### src/rtl/dii_channel_arbiter.sv
`default_nettype none
// ============================================================================
// Module   : dii_channel_arbiter
// Purpose  : N-to-1 packet arbiter for DII flit channels. One input is granted
//            for a whole packet (first flit through the flit marked last);
//            round-robin rotation follows each completed packet. Flits leave
//            through a single registered output stage.
// Revision : 1.0 - initial release
// ----------------------------------------------------------------------------
// Ports
//   clk        clock
//   rst        asynchronous active-high reset
//   in_data    N*WIDTH flit data, channel i at [i*WIDTH +: WIDTH]
//   in_first   per-channel first-flit marker (forwarded only)
//   in_last    per-channel last-flit marker (ends the packet lock)
//   in_valid   per-channel flit valid
//   in_ready   per-channel accept (combinational, at most one high)
//   out_data   registered flit data
//   out_first  registered first marker
//   out_last   registered last marker
//   out_valid  registered valid
//   out_ready  downstream ready
//   grant      channel currently or last granted
//   locked     packet in progress
// ============================================================================
module dii_channel_arbiter #(
  parameter int N     = 2,
  parameter int WIDTH = 16
) (
  input  logic                         clk,
  input  logic                         rst,
  input  logic [N*WIDTH-1:0]           in_data,
  input  logic [N-1:0]                 in_first,
  input  logic [N-1:0]                 in_last,
  input  logic [N-1:0]                 in_valid,
  output logic [N-1:0]                 in_ready,
  output logic [WIDTH-1:0]             out_data,
  output logic                         out_first,
  output logic                         out_last,
  output logic                         out_valid,
  input  logic                         out_ready,
  output logic [$clog2(N)-1:0]         grant,
  output logic                         locked
);

  localparam int GW = $clog2(N);

  logic [GW-1:0]    rr_q, grant_q;
  logic             locked_q;
  logic [WIDTH-1:0] out_data_q;
  logic             out_first_q, out_last_q, out_valid_q;

  logic             load;
  logic [GW-1:0]    sel;
  logic             sel_valid;
  logic             xfer;
  logic [GW-1:0]    rr_d;

  // Output register accepts a new flit when empty or being drained.
  assign load = !out_valid_q | out_ready;
  assign xfer = load & sel_valid;

  // Channel selection. While idle, scan rr, rr+1, ... modulo N; the loop runs
  // from the farthest offset down so the nearest valid channel wins.
  always_comb begin
    logic [GW:0]   sum;
    logic [GW-1:0] idx;
    sel       = grant_q;
    sel_valid = 1'b0;
    sum       = '0;
    idx       = '0;
    if (locked_q) begin
      sel       = grant_q;
      sel_valid = in_valid[grant_q];
    end else begin
      for (int k = N - 1; k >= 0; k--) begin
        sum = {1'b0, rr_q} + (GW+1)'(k);
        if (sum >= (GW+1)'(N)) begin
          sum = sum - (GW+1)'(N);
        end
        idx = sum[GW-1:0];
        if (in_valid[idx]) begin
          sel       = idx;
          sel_valid = 1'b1;
        end
      end
    end
  end

  // in_ready is forced low during reset so no source sees a phantom accept.
  always_comb begin
    in_ready = '0;
    if (!rst && xfer) begin
      in_ready[sel] = 1'b1;
    end
  end

  // Next round-robin start: one past the channel that just finished.
  assign rr_d = (sel == GW'(N - 1)) ? '0 : sel + 1'b1;

  always_ff @(posedge clk or posedge rst) begin
    if (rst) begin
      rr_q        <= '0;
      grant_q     <= '0;
      locked_q    <= 1'b0;
      out_data_q  <= '0;
      out_first_q <= 1'b0;
      out_last_q  <= 1'b0;
      out_valid_q <= 1'b0;
    end else begin
      if (load) begin
        if (sel_valid) begin
          out_data_q  <= in_data[int'(sel)*WIDTH +: WIDTH];
          out_first_q <= in_first[sel];
          out_last_q  <= in_last[sel];
          out_valid_q <= 1'b1;
        end else begin
          out_valid_q <= 1'b0;
        end
      end
      if (xfer) begin
        grant_q <= sel;
        if (in_last[sel]) begin
          locked_q <= 1'b0;
          rr_q     <= rr_d;
        end else begin
          locked_q <= 1'b1;
        end
      end
    end
  end

  assign out_data  = out_data_q;
  assign out_first = out_first_q;
  assign out_last  = out_last_q;
  assign out_valid = out_valid_q;
  assign grant     = grant_q;
  assign locked    = locked_q;

endmodule
`default_nettype wire

### config.mk
export PLATFORM = sky130hd
export DESIGN_NAME = dii_channel_arbiter
export DESIGN_NICKNAME = d
export VERILOG_FILES = /design/src/rtl/dii_channel_arbiter.sv
export SDC_FILE = /design/constraint.sdc
export NUM_CORES = 1
export LEC_CHECK = 0
export CORE_UTILIZATION = 35
export CTS_BUF_LIST = sky130_fd_sc_hd__clkbuf_16
export DETAILED_ROUTE_END_ITERATION = 8
export GPL_TIMING_DRIVEN = 1
export PLACE_DENSITY_LB_ADDON = 0.15
export SETUP_SLACK_MARGIN = 0.15
export SLEW_MARGIN = 0
export SYNTH_ARGS = -nofsm -noshare
export SYNTH_HDL_FRONTEND = slang
export SYNTH_SLANG_ARGS = --single-unit
### constraint.sdc
create_clock -name clk -period 1.7 [get_ports clk]
set_clock_uncertainty 0.1 [all_clocks]
set_input_delay 0.17 -clock clk [delete_from_list [all_inputs] [get_ports clk]]
set_output_delay 0.17 -clock clk [all_outputs]
set_load 0.005 [all_outputs]
After elaboration in Yosys (flattened, before gate mapping)
Cells that the tools add are included.
- flip-flop bits (word level): 22
- input bits: 41
- output and inout port bits: 23
- logic and storage cells: 53
- $add $sub $neg: 4
- magnitude comparators: 7
- shifts and indexed selects: 1
- muxes and demuxes: 26
- bitwise operators: 2
- reductions and logical operators: 6
- operator list (kind ; count):
    $shiftx 32x6->16 ; 1
    $mux 1 ; 24
    $lt 1x2->1 const B ; 4
    $reduce_and 2->1 ; 2
    $add 1x1->2 const B ; 1
    $ge 1x2->1 const B ; 1
    $ge 2x2->1 const B ; 1
    $logic_and 1x1->1 ; 2
    $logic_not 1->1 ; 2
    $mux 2 ; 1
    $sub 1x1->1 const B ; 2
    $add 1x1->1 const B ; 1
    $and 1x1->1 ; 1
    $demux 1 s1 ; 1
    $ge 1x1->1 const B ; 1
    $or 1x1->1 ; 1

Logic depth before layout (Yosys ltp)
Gate-level depths: netlist of the first run.
- word-level depth: 14
- gate-level depth with buffers: 5
- gate-level depth less buffers: 4

Least setup slack after synthesis of the first run
Ideal clock, no wire load.
- kind: reg2out
- start point: register grant_q, in the netlist grant
- end point: output in_ready[0]
- arrival: 1.156 ns
- required time: 1.430 ns
- setup slack: 0.274 ns
- cell stages (with the launch flop): 6
- path buffers: 1
- cell sequence: dfrtp_1 mux2i_1 a21oi_2 nand2_2 buf_6 nor3_2
- word-level cells in the longest chain between the ends: 8
- elaborated cells between the ends (all ways): 14
- those cells by class: 2 x order compare; 9 x mux; 1 x bitwise; 2 x reduce/logical
- ends and longest elaborated chain (what ; line ; text):
    start: declaration ; 48 ; logic [GW-1:0] rr_q, grant_q;
    start signal: assignment ; 122 ; grant_q <= sel;
    $mux 1 (2 in a row) ; 82 ; if (in_valid[idx]) begin
    $mux 1 ; 72 ; if (locked_q) begin
    $lt 1x2->1 (implied by the code) / $ge 1x1->1 (equally long branches) ; 94 ; in_ready[sel] = 1'b1;
    $logic_and 1x1->1 (implied by the code) ; 94 ;
    $mux 1 (implied by the code) ; 94 ;
    $demux 1 s1 ; 94 ;
    $mux 2 * ; 93 ; if (!rst && xfer) begin
    end: declaration ; 36 ; output logic [N-1:0] in_ready,
Mark *: on every way between the ends. The rest lies on a longest branch, timed or not. The select of a mux whose other input is x is not followed.

Worst setup path in the final report of the first run
Same ends and word-level chain as after synthesis.

==> impl_metrics.csv, run 1 <==
group,metric,value,unit
outcome,status,"finished clean",
global_routing,grt_first_pass_wirelength,5000,µm
floorplanning,top_level_ports,64,
yosys,synthesized_nets,148,
route,routed_via_density,4.87,
pwr,power_density,1620,nW/µm²
cells_and_area,layout_commonest_cell,"clkdlybuf4s50_1",
placed_design,numPlacedInstances,219,
timing,setup_viol_count_final,0,
cells_and_area,design.final.nets,223,
cells_and_area,post_layout_nonfiller_instances,225,
route,antenna_left,0,
cts,tritoncts,"built",
worst_setup_path,cp_data_arrival_time,1.37,ns
cts,clk_latency,0.25,ns
cts,clock_tree.htree_level_count,1,
run,drv_cap,0,
timing,final-hold-violation-count,0,
cts,cts.hold.buffers_added,0,
worst_setup_path,worstPathMaxFanout,3,
route,pre_antenna_drt_iters,4,
global_routing,groute.usage.overall,19.3,%
cells_and_area,syn2layout_area_growth,77.7,%
yosys,synth_seq_cells,22,
pwr,fin_total_pwr,3.27,mW
global_routing,largest_net_degree_at_the_start_of_global_routing,20,
worst_setup_path,reg2reg_to,"locked",
timing,fin_crit,1.64,ns
placed_design,last_weighted_congestion_value_of_the_routability_driven_placer,0.749,
cts,worst_setup_hold_path_clk_slew,0.06,ns
timing,layout_setup_ws,0.0561,ns
yosys,synth-seq-area-share,48.4,%
cells_and_area,fill_cells,263,
yosys,post_synth_inst_count,107,
worst_setup_path,worst_setup_path_start_kind,"flip-flop",
worst_setup_path,timing_worst_setup_path_type,"reg -> out",
cells_and_area,postLayoutCoreUtil,65.7,%
cts,cts_made_buffers,3,
worst_setup_path,setup.reg_to_reg.worst_slack,0.10,ns
placed_design,detail_placement_hpwl,2280,µm
global_routing,grt_antenna_before_repair,0,
floorplanning,initial_core_util,37.0,%
cells_and_area,final_area,2020,µm²
route,routed-via-count,1095,
floorplanning,die-width,59.0,µm
worst_setup_path,worstPathRequired,1.43,ns
pwr,vdd_drop_max,0.000776,V
route,routed_wl,3030,µm
global_routing,first_global_vias,1119,
yosys,synth.yosys.warnings,0,
timing,max_slew.worst_pin.slew,0.462,ns
timing,fin_crit_sh,96.7,%
cells_and_area,most-common-layout-cells,"clkdlybuf4s50_1 (58), o21ai_1 (36), dfrtp_1 (21)",
worst_setup_path,start_of_the_worst_register_to_register_path,"grant",
yosys,synthTopCellsByArea,"dfrtp_1 (48%), mux2i_1 (17%), o21ai_1 (16%)",
timing,achievable-frequency,608,MHz
cells_and_area,antennaDiodeCount,0,
floorplanning,dieArea,3480,µm²
timing,rel_slew_slack,69.1,%
route,drt-wirelength-per-cell,13.5,µm
worst_setup_path,timing.reg2reg.worst_path_depth,5,
timing,slew_viol_final,0,
cts,cts.root.buffer_cell,"clkbuf_16",
placed_design,placement.io_buffers,63,
yosys,top_area_cell_type_share_of_the_netlist_area,48.4,%
yosys,netlist-cell-type-count,22,
timing,rsz_0062_raised_after_global_routing,"yes",
route,dr.first_iter.drc_count,28,
floorplanning,core_region,3080,µm²
worst_hold_path,min-delay-path-class,"in -> async",
placed_design,post_placement_cell_area,1860,µm²
yosys,netlist_area,1140,µm²
floorplanning,core.rowCount,20,
cells_and_area,drive_gt1_share,19.3,%
cts,clock_sink_count,22,
worst_setup_path,crit_end_category,"primary output",
yosys,synth_top_cell_by_area,"dfrtp_1",
route,post-route-drc-count,0,
pwr,cellLeakagePower,0.899,nW
placed_design,pre_cts_slack,-0.365,ns
yosys,synth_area_per_cell,10.6,µm²
global_routing,grt_remaining_overflow,0,
floorplanning,die-height,59.0,µm
cts,clock_path_buffers,2,
## flip-flops by register name, indices dropped and copies added, names as in the netlist
name	flops
locked	1
out_data	16
out_first	1
rr_q	1
out_last	1
out_valid	1
grant	1
## worst max-delay path by stage
stage	start	end	slack, ns	cells after the start
4_1_cts	grant	in_ready[1]	0.07	5
6_report	grant	in_ready[0]	0.06	5
2_1_floorplan	grant	in_ready[0]	0.27	5
3_3_place_gp	in_valid[1]	in_ready[1]	-0.32	6
5_1_grt	grant	in_ready[1]	-0.02	5
3_5_place_dp	in_valid[1]	in_ready[1]	-0.37	6
## synthesized netlist by cell type, drive strengths merged
cell type,instances
o21ai,36
dfrtp,22
mux2i,19
buf,7
a21oi,3
inv,3
nand2,3
nor2b,3
a31oi,2
nor3,2
a21o,1
clkbuf,1
mux2,1
nor2,1
o2bb2ai,1
o31ai,1
or2b,1
## per-stage QoR
stage          TNS (ns)  hold WS, ns
3_5_place_dp      -3.28        0.386
2_1_floorplan         0       0.0592
3_3_place_gp      -2.84        0.382
5_1_grt         -0.0289        0.260
6_report              0        0.229
4_1_cts               0        0.239
## layout make-up
type	count	area [µm²]	share of cell area, %
Timing Repair Buffer	78	752	37.2
Sequential cell	22	552	27.3
Multi-Input combinational cell	74	546	27.0
Clock buffer	3	75.1	3.72
Tap cell	44	55.1	2.72
Clock inverter	1	30.0	1.49
Inverter	3	11.3	0.557
## layer usage
| layer | up-vias | GRT usage, % | share of wire (%) | wire, µm |
|---|---|---|---|---|
| met5 | - | 0 | 0 | 0 |
| met4 | 0 | 8.16 | 1.0 | 31 |
| met3 | 4 | 4.15 | 5.2 | 157 |
| met2 | 39 | 33.9 | 53 | 1600 |
| met1 | 522 | 22.8 | 41 | 1250 |
| li1 | 530 | - | - | - |
## where the power goes
group	internal (mW)	switching (mW)
sequential	0.778	0.169
clock	0.467	0.175
combinational	0.998	0.680
total	2.24	1.02
## cells by family after synthesis
family                 synth area share, %
AOI/OAI and AO/OA                     21.7
muxes                                 17.7
buffers and inverters                 6.49
and+or+nand+nor                       5.72
DFF                                   48.4
## worst max-delay path: stages, from the launching register on
cell and delay (ns):
dfrtp_1 0.40, mux2i_2 0.17, a21oi_2 0.16, nand2_2 0.10
nor3_2 0.15, buf_2 0.13
## repair_timing
action | CTS | global route
resized for setup | 19 | 6
pin swaps | 5 | 2
buffers inserted | 1 | 1
endpoints found under the setup margin | 21 | 12
Power figures use the tool's default switching activity.
==> inputs of run 2 (changes only) <==
--- a/config.mk
+++ b/config.mk
@@ -11,7 +11,7 @@
 export GPL_TIMING_DRIVEN = 1
 export PLACE_DENSITY_LB_ADDON = 0.15
 export SETUP_SLACK_MARGIN = 0.15
-export SLEW_MARGIN = 0
+export SLEW_MARGIN = 25
 export SYNTH_ARGS = -nofsm -noshare
 export SYNTH_HDL_FRONTEND = slang
 export SYNTH_SLANG_ARGS = --single-unit
==> constraint.sdc (replaced) <==
create_clock -name clk -period 1.8 [get_ports clk]
set_clock_uncertainty 0.1 [all_clocks]
set_input_delay 0.18 -clock clk [delete_from_list [all_inputs] [get_ports clk]]
set_output_delay 0.18 -clock clk [all_outputs]
set_load 0.005 [all_outputs]
==> run 2 against run 1 <==
Effect of this change: via count decreased by 2.1%; non-clock buffer count unchanged; first-iteration DRC count decreased by 36%; worst hold slack improved by 0.011 ns; utilization decreased by 1.5 points; cell count unchanged; sequential share of layout area increased by 0.64 points; critical path depth unchanged; global-route usage decreased by 1.1 points; final area decreased by 2.3%; critical path type unchanged; largest cell class unchanged; largest power group unchanged.
==> impl_metrics.csv, run 2 (synthesis gave the netlist of run 1 again) <==
group,metric,value,unit
global_routing,groute.usage.overall,18.2,%
route,drt-wirelength-per-cell,13.1,µm
timing,slew_viol_final,0,
worst_setup_path,critical_path.slowest_cell,"dfrtp_1",
worst_setup_path,worstPathMaxFanout,3,
cells_and_area,largest_register_ffs,16,
placed_design,placement.io_buffers,63,
pwr,vdd_drop_max,0.000714,V
worst_setup_path,cp_data_arrival_time,1.38,ns
timing,setup_viol_count_final,0,
floorplanning,die-height,59.0,µm
worst_setup_path,worst_setup_path_start_kind,"flip-flop",
cells_and_area,post_layout_nonfiller_instances,225,
cells_and_area,drive_gt1_share,17.7,%
route,routed_wl,2950,µm
route,dr.first_iter.drc_count,18,
cts,cts_made_buffers,3,
worst_setup_path,timing_worst_setup_path_type,"reg -> out",
global_routing,grt_antenna_before_repair,0,
floorplanning,die-width,59.0,µm
floorplanning,core_region,3080,µm²
run,drv_cap,0,
pwr,cellLeakagePower,0.881,nW
worst_setup_path,worstPathCellList,"mux2i_2 -> a21oi_2 -> nand2_2 -> nor3_2 -> buf_2",
placed_design,detail_placement_hpwl,2300,µm
cells_and_area,antennaDiodeCount,0,
cells_and_area,postLayoutCoreUtil,64.1,%
timing,final-hold-violation-count,0,
timing,fin_crit_sh,92.0,%
cts,tritoncts,"built",
route,post-route-drc-count,0,
floorplanning,core.rowCount,20,
global_routing,grt_first_pass_wirelength,4730,µm
timing,achievable-frequency,604,MHz
cts,clk_latency,0.25,ns
global_routing,grt_remaining_overflow,0,
timing,rsz_0062_raised_after_global_routing,"yes",
floorplanning,top_level_ports,64,
cts,clock_sink_count,22,
pwr,power_density,1450,nW/µm²
cells_and_area,fill_cells,279,
worst_setup_path,critPathMaxStageDelay,0.40,ns
worst_hold_path,min-delay-path-class,"in -> async",
cts,worst_setup_hold_path_clk_slew,0.05,ns
placed_design,numPlacedInstances,219,
cells_and_area,layout_commonest_cell,"clkdlybuf4s50_1",
cells_and_area,multi_input_comb_area,539,µm²
route,routed_via_density,4.76,
cells_and_area,most-common-layout-cells,"clkdlybuf4s50_1 (59), o21ai_1 (36), dfrtp_1 (21)",
outcome,status,"finished clean",
cts,clock_tree.htree_level_count,1,
floorplanning,initial_core_util,37.0,%
cells_and_area,final-seq-area,552,µm²
floorplanning,dieArea,3480,µm²
cts,clock_path_buffers,2,
cells_and_area,design.final.nets,223,
worst_setup_path,timing.critical_path.max_delay_family,"flip-flops",
worst_setup_path,timing.critical_path.buf_inv,1,
placed_design,last_weighted_congestion_value_of_the_routability_driven_placer,0.749,
route,antenna_left,0,
global_routing,largest_net_degree_at_the_start_of_global_routing,20,
worst_setup_path,crit_end_category,"primary output",
cts,cts.root.buffer_cell,"clkbuf_16",
timing,max_slew.worst_pin.slew,0.444,ns
timing,rel_slew_slack,70.3,%
global_routing,first_global_vias,1055,
timing,fin_crit,1.66,ns
route,routed-via-count,1072,
route,pre_antenna_drt_iters,4,
worst_setup_path,worstPathRequired,1.52,ns
cells_and_area,syn2layout_area_growth,73.6,%
[run 2: cell count changes in the layout (fill, tap and decap cells not counted)]
| cell | previous run | this run |
|---|---|---|
| nor2b_2 | 2 | 1 |
| clkdlybuf4s50_1 | 58 | 59 |
| dlygate4sd2_1 | 2 | 1 |
| mux2i_2 | 2 | 1 |
| buf_4 | 12 | 14 |
| nor2b_1 | 0 | 1 |
| bufinv_16 | 1 | 0 |
| buf_8 | 2 | 0 |
| clkinv_1 | 0 | 1 |
| mux2i_1 | 17 | 18 |
[run 2: per-layer routing]
metal / part of all wire, % / up-vias / track usage [%]
met5: 0 / - / 0
met4: 1.1 / 0 / 6.12
met3: 4.6 / 4 / 3.93
li1: - / 532 / -
met1: 41 / 502 / 22.8
met2: 53 / 34 / 31.2
[run 2: cell type report]
type                            instances  share of cell area (%)
Timing Repair Buffer                   78                    37.4
Sequential cell                        22                    27.9
Multi-Input combinational cell         74                    27.3
Clock buffer                            3                    3.80
Tap cell                               44                    2.79
Inverter                                3                   0.570
Clock inverter                          1                   0.190
[run 2: what timing repair did]
item / in CTS / in global routing
hold buffers: 0 / 0
setup buffers: 0 / 2
pin swaps: 2 / 4
gates cloned: 0 / 0
gates resized for setup: 11 / 7
endpoints found under the setup margin: 3 / 15
endpoints found under the hold margin: 0 / 0
[run 2: worst min-delay path, delay by kind of cell]
kind	cells	cell delay [ns]
buf+inv	3	0.75
[run 2: final timing paths]
kind	slack (ns)	startpoint	depth (start not counted)	endpoint
min	0.24	rst	3	out_data[11]
min reg2reg	0.39	out_data[11]	2	out_data[11]
max reg2reg	0.17	grant	5	locked
max in group asynchronous	1.17	rst	3	locked
max	0.14	grant	5	in_ready[1]
min in group clk	0.39	out_data[11]	2	out_data[11]
[run 2: through the flow]
step	worst slack (ns)	TNS, ns	instance area, µm²	hold slack (ns)	power, mW
finish	0.143	0	1970	0.240	2.86
global route	0.0656	0	1970	0.271	3.06
CTS	0.143	0	1930	0.244	2.82
detailed placement	-0.287	-1.20	1860	0.386	2.36
global placement	-0.238	-0.993	1860	0.382	2.32
floorplan	0.364	0	1140	0.0692	1.61
[run 2: report_power, final]
group / total (mW) / internal [mW] / switching (mW) / leakage, nW
Combinational: 1.53 / 0.906 / 0.623 / 0.577
Sequential: 0.886 / 0.734 / 0.151 / 0.266
Clock: 0.450 / 0.295 / 0.154 / 0.0385
Total: 2.86 / 1.94 / 0.929 / 0.881
